### src/rtl/addsub_share_pkg.sv
// Shared types for the two-requester add/sub/compare scheduler.
package addsub_share_pkg;

    typedef enum logic [1:0] {
        OP_ADD = 2'b00,
        OP_SUB = 2'b01,
        OP_CMP = 2'b10,
        OP_RSV = 2'b11
    } op_e;

    typedef enum logic [1:0] {
        S_IDLE,
        S_EXEC,
        S_RESP
    } state_e;

    // Everything except ADD runs the adder in subtract mode; reserved behaves as CMP.
    function automatic logic op_is_sub(input op_e op);
        return op != OP_ADD;
    endfunction

endpackage

### src/rtl/addsub_cmp_unit.sv
// Combinational adder-subtractor with unsigned magnitude compare.
module addsub_cmp_unit #(
    parameter int unsigned WIDTH = 4
) (
    input  logic [WIDTH-1:0] a_i,
    input  logic [WIDTH-1:0] b_i,
    input  logic             sub_i,
    output logic [WIDTH-1:0] s_o,
    output logic             cout_o,
    output logic             eq_o,
    output logic             gt_o,
    output logic             lt_o
);

    logic [WIDTH:0] sum;

    // One adder: b is inverted and cin set for subtraction, so cout means no-borrow.
    assign sum = {1'b0, a_i} + {1'b0, b_i ^ {WIDTH{sub_i}}} + {{WIDTH{1'b0}}, sub_i};

    assign s_o    = sum[WIDTH-1:0];
    assign cout_o = sum[WIDTH];
    assign eq_o   = (a_i == b_i);
    assign gt_o   = (a_i > b_i);
    assign lt_o   = (a_i < b_i);

endmodule

### src/rtl/addsub_share_ctrl.sv
// Round-robin scheduler sharing one add/sub/compare unit between two requesters.
module addsub_share_ctrl
    import addsub_share_pkg::*;
#(
    parameter int unsigned WIDTH = 4
) (
    input  logic             clk,
    input  logic             rst_n,
    input  logic             req0_i,
    input  logic [1:0]       op0_i,
    input  logic [WIDTH-1:0] a0_i,
    input  logic [WIDTH-1:0] b0_i,
    output logic             gnt0_o,
    input  logic             req1_i,
    input  logic [1:0]       op1_i,
    input  logic [WIDTH-1:0] a1_i,
    input  logic [WIDTH-1:0] b1_i,
    output logic             gnt1_o,
    output logic             res_valid_o,
    input  logic             res_ready_i,
    output logic             res_id_o,
    output logic [WIDTH-1:0] res_s_o,
    output logic             res_cout_o,
    output logic             res_eq_o,
    output logic             res_gt_o,
    output logic             res_lt_o
);

    state_e           state_q, state_d;
    logic             last_gnt_q, last_gnt_d;
    op_e              op_q, op_d;
    logic [WIDTH-1:0] a_q, a_d, b_q, b_d;
    logic             id_q, id_d;
    logic             gnt0_q, gnt0_d, gnt1_q, gnt1_d;
    logic             valid_q, valid_d;
    logic [WIDTH-1:0] s_q, s_d;
    logic             cout_q, cout_d, eq_q, eq_d, gt_q, gt_d, lt_q, lt_d;

    logic             pick1;
    logic [WIDTH-1:0] unit_s;
    logic             unit_cout, unit_eq, unit_gt, unit_lt;

    // Requester 1 wins when alone, or on a tie when requester 0 was served last.
    assign pick1 = req1_i & (~req0_i | ~last_gnt_q);

    addsub_cmp_unit #(
        .WIDTH (WIDTH)
    ) u_unit (
        .a_i    (a_q),
        .b_i    (b_q),
        .sub_i  (op_is_sub(op_q)),
        .s_o    (unit_s),
        .cout_o (unit_cout),
        .eq_o   (unit_eq),
        .gt_o   (unit_gt),
        .lt_o   (unit_lt)
    );

    // Next-state: arbitration in IDLE, result capture in EXEC, handshake in RESP.
    always_comb begin
        state_d    = state_q;
        last_gnt_d = last_gnt_q;
        op_d       = op_q;
        a_d        = a_q;
        b_d        = b_q;
        id_d       = id_q;
        gnt0_d     = 1'b0;
        gnt1_d     = 1'b0;
        valid_d    = valid_q;
        s_d        = s_q;
        cout_d     = cout_q;
        eq_d       = eq_q;
        gt_d       = gt_q;
        lt_d       = lt_q;
        unique case (state_q)
            S_IDLE: begin
                if (req0_i || req1_i) begin
                    op_d       = pick1 ? op_e'(op1_i) : op_e'(op0_i);
                    a_d        = pick1 ? a1_i : a0_i;
                    b_d        = pick1 ? b1_i : b0_i;
                    id_d       = pick1;
                    last_gnt_d = pick1;
                    gnt0_d     = ~pick1;
                    gnt1_d     = pick1;
                    state_d    = S_EXEC;
                end
            end
            S_EXEC: begin
                valid_d = 1'b1;
                s_d     = unit_s;
                cout_d  = unit_cout;
                eq_d    = unit_eq;
                gt_d    = unit_gt;
                lt_d    = unit_lt;
                state_d = S_RESP;
            end
            S_RESP: begin
                if (res_ready_i) begin
                    valid_d = 1'b0;
                    state_d = S_IDLE;
                end
            end
            default: state_d = S_IDLE;
        endcase
    end

    // State and datapath registers; reset aborts any op in flight.
    always_ff @(posedge clk or negedge rst_n) begin
        if (!rst_n) begin
            state_q    <= S_IDLE;
            last_gnt_q <= 1'b1;
            op_q       <= OP_ADD;
            a_q        <= '0;
            b_q        <= '0;
            id_q       <= 1'b0;
            gnt0_q     <= 1'b0;
            gnt1_q     <= 1'b0;
            valid_q    <= 1'b0;
            s_q        <= '0;
            cout_q     <= 1'b0;
            eq_q       <= 1'b0;
            gt_q       <= 1'b0;
            lt_q       <= 1'b0;
        end else begin
            state_q    <= state_d;
            last_gnt_q <= last_gnt_d;
            op_q       <= op_d;
            a_q        <= a_d;
            b_q        <= b_d;
            id_q       <= id_d;
            gnt0_q     <= gnt0_d;
            gnt1_q     <= gnt1_d;
            valid_q    <= valid_d;
            s_q        <= s_d;
            cout_q     <= cout_d;
            eq_q       <= eq_d;
            gt_q       <= gt_d;
            lt_q       <= lt_d;
        end
    end

    assign gnt0_o      = gnt0_q;
    assign gnt1_o      = gnt1_q;
    assign res_valid_o = valid_q;
    assign res_id_o    = id_q;
    assign res_s_o     = s_q;
    assign res_cout_o  = cout_q;
    assign res_eq_o    = eq_q;
    assign res_gt_o    = gt_q;
    assign res_lt_o    = lt_q;

endmodule
### config.mk
export PLATFORM = sky130hd
export DESIGN_NAME = addsub_share_ctrl
export DESIGN_NICKNAME = d
export VERILOG_FILES = /design/src/rtl/addsub_share_pkg.sv /design/src/rtl/addsub_cmp_unit.sv /design/src/rtl/addsub_share_ctrl.sv
export SDC_FILE = /design/constraint.sdc
export NUM_CORES = 1
export LEC_CHECK = 0
export BUFFER_PORTS_ARGS = -buffer_cell sky130_fd_sc_hd__buf_2
export CORE_MARGIN = 2
export CORE_UTILIZATION = 36
export DETAILED_ROUTE_END_ITERATION = 10
export HOLD_SLACK_MARGIN = 0.05
export PLACE_DENSITY = 0.62
export SYNTH_ARGS = -nofsm -noshare
export SYNTH_HDL_FRONTEND = slang
export SYNTH_SLANG_ARGS = --single-unit
### constraint.sdc
create_clock -name clk -period 1.9 [get_ports clk]
set_clock_uncertainty 0.2 [all_clocks]
set_input_delay 0.38 -clock clk [delete_from_list [all_inputs] [get_ports clk]]
set_output_delay 0.38 -clock clk [all_outputs]
set_load 0.02 [all_outputs]
==> impl_results.md, run 1 <==
* Status: finished clean
* Cell area after layout at 1590 um^2
* Worst-path cell chain: nor2_4, xnor2_1, ha_1, buf_4, buf_4, xnor2_2, o21ai_0
* Residual DRC count at 0
* Avg WL per Cell at 12.7 um
* Die height at between 60 and 70 um
* CP required at around 1.9 ns
* Dpl ws at -0.0427 ns
* CTS Buf Count at 3
* Largest delay contributor family on the critical path: flip-flops
* Worst Path Buf+Inv at 2
* Worst Max-Slew Pin Slew at 0.546 ns
* CP most frequent cell: buf_4
* Achievable Freq at around 0.53 GHz
* Register area at 627 um^2
* WS Path Type: register to register
* Number of synthesized register bits at 25
* Row cnt at 21
* Starting density of the core at 37.1%
* CTS tree: built
* Yosys warns at 0
* Arr. time, crit path at 1.91 ns
* Vias per inst at 4.88
* Final WL at around 2600 um
* Cell variety after synth at 27
* Final HPWL DP at between 1500 and 2000 um
* GRT overflow at 0
* Routed Antenna Nets at 0
* Worst Setup End Kind: register
* Compound-Gate Fraction of Synth Area at 17.7%
* Clock Latency Late Sink at approximately 0.32 ns
* Num ports at 37
* Hold WS at 0.0682 ns
* Antenna diodes at 0
* Syn_area_per_cell at 10.7 um^2
* Die width at 62.4 um
* Final layout net count at 196
* Fraction of synthesized area in multiplexers at under 10%
* Max VDD drop at between 600 and 700 uV
* CP max-delay cell: dfrtp_1
* Syn nets at around 150
* Area growth syn-to-layout at 29.4%
* Yosys top cell area share at 48.9%
* Multi-input gate area at 559 um^2
* Main area contributors after synthesis: dfrtp_1 49%, ha_1 7.1%, a222oi_1 5.7%
* Synthesized-area fraction occupied by and/or/nand/nor cells at between 9 and 10%
* Final setup violation count at 0
* Largest net degree at the start of global routing at 26
* XOR/XNOR share of the synthesized area at 3.56%
* Critical Path Source Type: register
* Leakage at 0.842 nW
* Unrepaired setup endpoints after global routing: yes
* Max_cap viols at 0
* Post-synthesis sequential area ratio at between 50% and 60%
* PwrDens at 1980 nW/um^2
* Clk slew on worst S/H paths at ~0.12 ns
* Fin. max-slew vios at 0
* Utilization after layout at 48.0%
* Final worst slack at 0.0288 ns
* Vias in the first global route at ~900
* Root Driver: clkbuf_4
* Port-buffer cells at 36
* Hold Violations, Final at 0
* Largest family of logic cells by synthesized area: compound AO/OA/AOI/OAI gates
* Worst Hold Class: input port to register
* RD Place Congestion at about 0.77
* Max_slew headroom at 63.6%
* Total track usage at 13.8%
* Mapped Area at around 1200 um^2
* Iter 0 DRT Violations at just under 80
* Final period util at between 90 and 100%
* Clock sinks at 25
* Power Total at roughly 3.2 mW
* Total number of H-tree levels at 1
* Tmin final at 1.87 ns
* Vias at roughly 1k
* Filler cell count at 324
* Die area at 3900 um^2
* Layout cells sized above 1 at a little over a third
* DR pass1 iterations at 4
* Longest Clk Path Bufs at 2
* Maximum fanout along the worst path at 4
* CP peak stage delay at between 0.4 and 0.5 ns
* First-pass GRT wire length at about 4200 um
* Core ar. at about 3300 um^2
* Antenna violations before repair at 0
* Cells after Synth at between 100 and 150
* Synth area leader: dfrtp_1
* Area of placed instances at ~1500 um^2
* Post-Synth Adder-Cell Area at 8.76%
layer usage:
| metal | wire (um) | part of all wire (%) | global-route usage [%] |
|---|---|---|---|
| met1 | 1130 | 43 | 17.9 |
| met2 | 1350 | 51 | 22.8 |
| met5 | 0 | 0 | 0 |
| met4 | 44 | 1.7 | 5.00 |
| met3 | 117 | 4.4 | 2.70 |
flip-flops by register name, summed over array words and instances (netlist names):
name and count:
gnt1_o 1, res_lt_o 1, res_eq_o 1, b_q 4, res_valid_o 1, a_q 4, op_q 2, res_id_o 1
res_cout_o 1, res_gt_o 1, state_q 2, res_s_o 4, last_gnt_q 1, gnt0_o 1
placed cells by master (no fill, tap or decap), drive strengths merged, types with 2 or more instances in the layout:
cell type and count:
a21o 3, a21oi 6, a222oi 7, buf 45, clkbuf 4, dfrtp 24
dlygate4sd3 2, ha 7, inv 14, mux2i 3, nand2 12, nand2b 3
nor2 3, nor2b 2, o21ai 12, xnor2 5
layout make-up:
cell class	count	area share (%)
clock buffer	4	1.65
inverter	14	3.30
multi-input combinational	72	35.2
sequential	25	39.4
tap	46	3.62
timing repair buffer	47	16.8
through the flow:
stage	setup TNS [ns]	std cells
after floorplan	0	115
after global placement	0	199
after detailed placement	-0.0592	199
after CTS	0	205
after global routing	-0.197	208
final	0	208
path summary, 6_finish.rpt:
kind	from	end	slack [ns]	cells after the start
max	op_q[0]$_DFFE_PN0P_	res_s_o[2]$_DFFE_PN0P_	0.03	7
min	a0_i[1]	a_q[1]$_DFFE_PN0P_	0.07	3
max reg2reg	op_q[0]$_DFFE_PN0P_	res_s_o[2]$_DFFE_PN0P_	0.03	7
min reg2reg	res_lt_o$_DFFE_PN0P_	res_lt_o$_DFFE_PN0P_	0.30	2
max in group asynchronous	rst_n	last_gnt_q$_DFFE_PN1P_	0.76	2
min in group asynchronous	rst_n	res_valid_o$_DFFE_PN0P_	0.36	2
Yosys cell counts:
master    count
nor3_1        1
fa_1          1
a21boi_4      1
clkbuf_1      1
mux2_2        1
nand4_1       1
a21oi_1       6
mux2i_1       3
dfstp_2       1
o31ai_1       1
nand2_1      12
nor2b_1       2
and2_4        1
buf_2         2
a22o_1        1
inv_1        14
a21o_1        3
a222oi_1      7
and3_1        1
o21ai_0      10
nor2_1        3
o21ai_1       2
buf_6         1
nand2b_1      3
xnor2_1       5
ha_1          7
dfrtp_1      24
worst reg2reg max path, cell delays in order, from the launching register on:
cell and delay [ns]:
dfrtp_1 0.45, nor2_4 0.18, xnor2_1 0.08, ha_1 0.34, buf_4 0.15, buf_4 0.13
xnor2_2 0.11, o21ai_0 0.14
power by group:
part / switching (mW) / internal, mW
registers: 0.222 / 0.797
clock network: 0.151 / 0.0822
logic: 0.952 / 0.948
total: 1.32 / 1.83
cell families (layout without fill, tap and decap cells):
logic type	Yosys count	in the layout
compound gates	31	31
simple gates	24	24
mux	4	4
flops	25	25
fa+ha+maj	8	8
buf+inv	18	65
xor+xnor	5	5
repair_timing:
action / 4_1_cts / 5_1_grt
gates resized for setup: 1 / 6
buffers inserted: 0 / 3
hold endpoints to repair: 25 / 0
pin swaps: 0 / 4
hold buffers: 2 / 0
endpoints found under the setup margin: 4 / 4
Power figures use the tool's default switching activity.
==> inputs of run 2 (changes only) <==
--- a/config.mk
+++ b/config.mk
@@ -6,11 +6,13 @@
 export NUM_CORES = 1
 export LEC_CHECK = 0
 export BUFFER_PORTS_ARGS = -buffer_cell sky130_fd_sc_hd__buf_2
+export CELL_PAD_IN_SITES_DETAIL_PLACEMENT = 1
+export CELL_PAD_IN_SITES_GLOBAL_PLACEMENT = 2
 export CORE_MARGIN = 2
-export CORE_UTILIZATION = 36
+export CORE_UTILIZATION = 28
 export DETAILED_ROUTE_END_ITERATION = 10
 export HOLD_SLACK_MARGIN = 0.05
-export PLACE_DENSITY = 0.62
+export PLACE_DENSITY = 0.74
 export SYNTH_ARGS = -nofsm -noshare
 export SYNTH_HDL_FRONTEND = slang
 export SYNTH_SLANG_ARGS = --single-unit
==> impl_results.md, run 2 (synthesis gave the netlist of run 1 again) <==
* Worst Max-Slew Pin Slew at 0.567 ns (+0.0208 ns)
* Max_slew headroom at 62.2% (-1.4 points)
* Sequential share of power at 32.1% (-0.2 points)
* CP max-delay cell: dfrtp_2
* Post-Place Cells at 206 (+3.5%)
* Maximum fanout along the worst path at 3 (-1)
* Core ar. at 4290 um^2 (+30%)
* Final worst slack at 0.0586 ns (+0.0298 ns)
* CP peak stage delay at 0.44 ns (about the same)
* Worst-path cell chain: nor2_4, xnor2_2, ha_1, buf_4, a21o_1, a21oi_2, o21ai_1
* Area growth syn-to-layout at 30.7%
* Port-buffer cells at 36 (unchanged)
* PwrDens at 1990 nW/um^2 (+0.37%)
* Unrepaired setup endpoints after global routing: yes
* Commonest non-fill, non-tap cell in the layout: buf_2
* Routed Antenna Nets at 0 (unchanged)
* WS Path Type: register to register
* DR pass1 iterations at 4 (unchanged)
* Antenna diodes at 0 (unchanged)
* Largest net degree at the start of global routing at 26 (unchanged)
* Root Driver: clkbuf_8
* Dpl ws at -0.0725 ns (-0.0298 ns)
* Register area at 629 um^2 (+0.40%)
* Total number of H-tree levels at 1 (unchanged)
* Num ports at 37 (unchanged)
* Psw at 1.34 mW (+0.99%)
* Largest delay contributor family on the critical path: flip-flops
* First-pass GRT wire length at 4800 um (+14%)
* Avg WL per Cell at 13.6 um (+7.2%)
* Cell area after layout at 1610 um^2 (+0.94%)
* Leakage at 0.838 nW (-0.44%)
* Final setup violation count at 0 (unchanged)
* Vias in the first global route at 1039 (+15%)
* Final HPWL DP at 2340 um (+19%)
* Final WL at 2880 um (+9.3%)
* Layout cells sized above 1 at 37.5% (+1.7 points)
* CTS Buf Count at 3 (unchanged)
* Die area at 4930 um^2 (+27%)
* P_int at 1.85 mW (+1.6%)
* Hold WS at 0.127 ns (+0.0589 ns)
* Status: finished clean
* GRT overflow at 0 (unchanged)
* Clock sinks at 25 (unchanged)
* Arr. time, crit path at 1.78 ns (-0.13 ns)
* Critical Path Source Type: register
* Final layout net count at 194 (-1.0%)
* RD Place Congestion at 0.735 (-4.4%)
* Row cnt at 24 (+14%)
* Vias per inst at 4.79 (-1.7%)
* Final period util at 96.9% (-1.6 points)
* Filler cell count at 512 (+58%)
* CTS tree: built
* Worst Path Buf+Inv at 1 (-1)
* Multi-input gate area at 563 um^2 (+0.67%)
* Clock share of power at 9.6% (+2.2 points)
* Achievable Freq at 0.543 GHz (+1.6%)
* Antenna violations before repair at 0 (unchanged)
* Hold Violations, Final at 0 (unchanged)
* Residual DRC count at 0 (unchanged)
* Starting density of the core at 28.6% (-8.5 points)
* Longest Clk Path Bufs at 2 (unchanged)
* Iter 0 DRT Violations at 36 (-53%)
* Clk slew on worst S/H paths at 0.08 ns (-0.04 ns)
* Area of placed instances at 1500 um^2 (+1.0%)
* Max_cap viols at 0 (unchanged)
* Die height at 70.2 um (+13%)
* Worst Setup End Kind: register
* CP required at 1.84 ns (-0.10 ns)
* Clock Latency Late Sink at 0.26 ns (-0.06 ns)
* Vias at 1016 (+0.20%)
* Layout Cells excl Fill at 212 (+1.9%)
* Die width at 70.2 um (+13%)
* Fin. max-slew vios at 0 (unchanged)
* Max VDD drop at 567 uV (-16%)
* Total track usage at 12.4% (-1.4 points)
* Worst Hold Class: input port to register
* Most frequent cells in the layout: 36 x buf_2, 22 x dfrtp_1, 14 x inv_1
* Tmin final at 1.84 ns (-0.0298 ns)
* Comb pwr share at 58.3% (-2.0 points)
* Sw Share at 41.9% (-0.14 points)
## run 2: cell count changes in the layout (fill, tap and decap cells not counted), moves of 2 or more
cell      previous run  this run
dfrtp_2              0         2
dfrtp_1             24        22
clkbuf_4             3         0
clkbuf_8             0         3
## run 2: repair_timing
action	CTS	global route
setup endpoints to repair	4	4
pin swaps	1	4
resized for setup	3	8
setup buffers	0	1
cloned	0	0
endpoints found under the hold margin	24	0
hold buffers	1	0
## run 2: power by group through the flow
stage          registers [mW]  clock network [mW]  logic, mW
6_report                 1.02               0.307       1.86
3_5_place_dp             1.01                   0       1.77
3_3_place_gp            0.996                   0       1.68
4_1_cts                  1.02               0.327       1.80
2_1_floorplan            1.11                   0       1.07
5_1_grt                  1.07               0.351       2.09
## run 2: area by class of cell
type                       instances  share of cell area [%]
tap                               52                    4.05
multi-input combinational         72                    35.1
clock buffer                       4                    2.81
inverter                          14                    3.27
sequential                        25                    39.2
timing repair buffer              45                    15.6
## run 2: path summary, 6_finish.rpt
kind,slack [ns],start,cells past startpoint,to
max in group asynchronous,0.65,rst_n,2,op_q[1]$_DFFE_PN0P_
max,0.06,op_q[0]$_DFFE_PN0P_,7,res_cout_o$_DFFE_PN0P_
min,0.13,res_ready_i,2,state_q[1]$_DFFE_PN0P_
max reg2reg,0.06,op_q[0]$_DFFE_PN0P_,7,res_cout_o$_DFFE_PN0P_
min reg2reg,0.28,res_s_o[2]$_DFFE_PN0P_,2,res_s_o[2]$_DFFE_PN0P_
min in group asynchronous,0.43,rst_n,2,res_cout_o$_DFFE_PN0P_
## run 2: per-stage QoR
step	total power [mW]	TNS [ns]	util, %
finish	3.19	0	37.4
CTS	3.14	0	36.5
global route	3.51	-0.145	37.4
floorplan	2.17	0	-
detailed placement	2.79	-0.147	35.0
global placement	2.68	-0.00650	35.0
## run 2: layer usage
layer | part of all wire, % | GRT usage (%) | wire (um) | vias up
li1 | - | - | - | 487
met1 | 42 | 15.1 | 1220 | 490
met2 | 51 | 21.5 | 1480 | 34
met3 | 5.3 | 3.90 | 154 | 5
met4 | 0.76 | 2.56 | 22 | 0
met5 | 0 | 0 | 0 | -
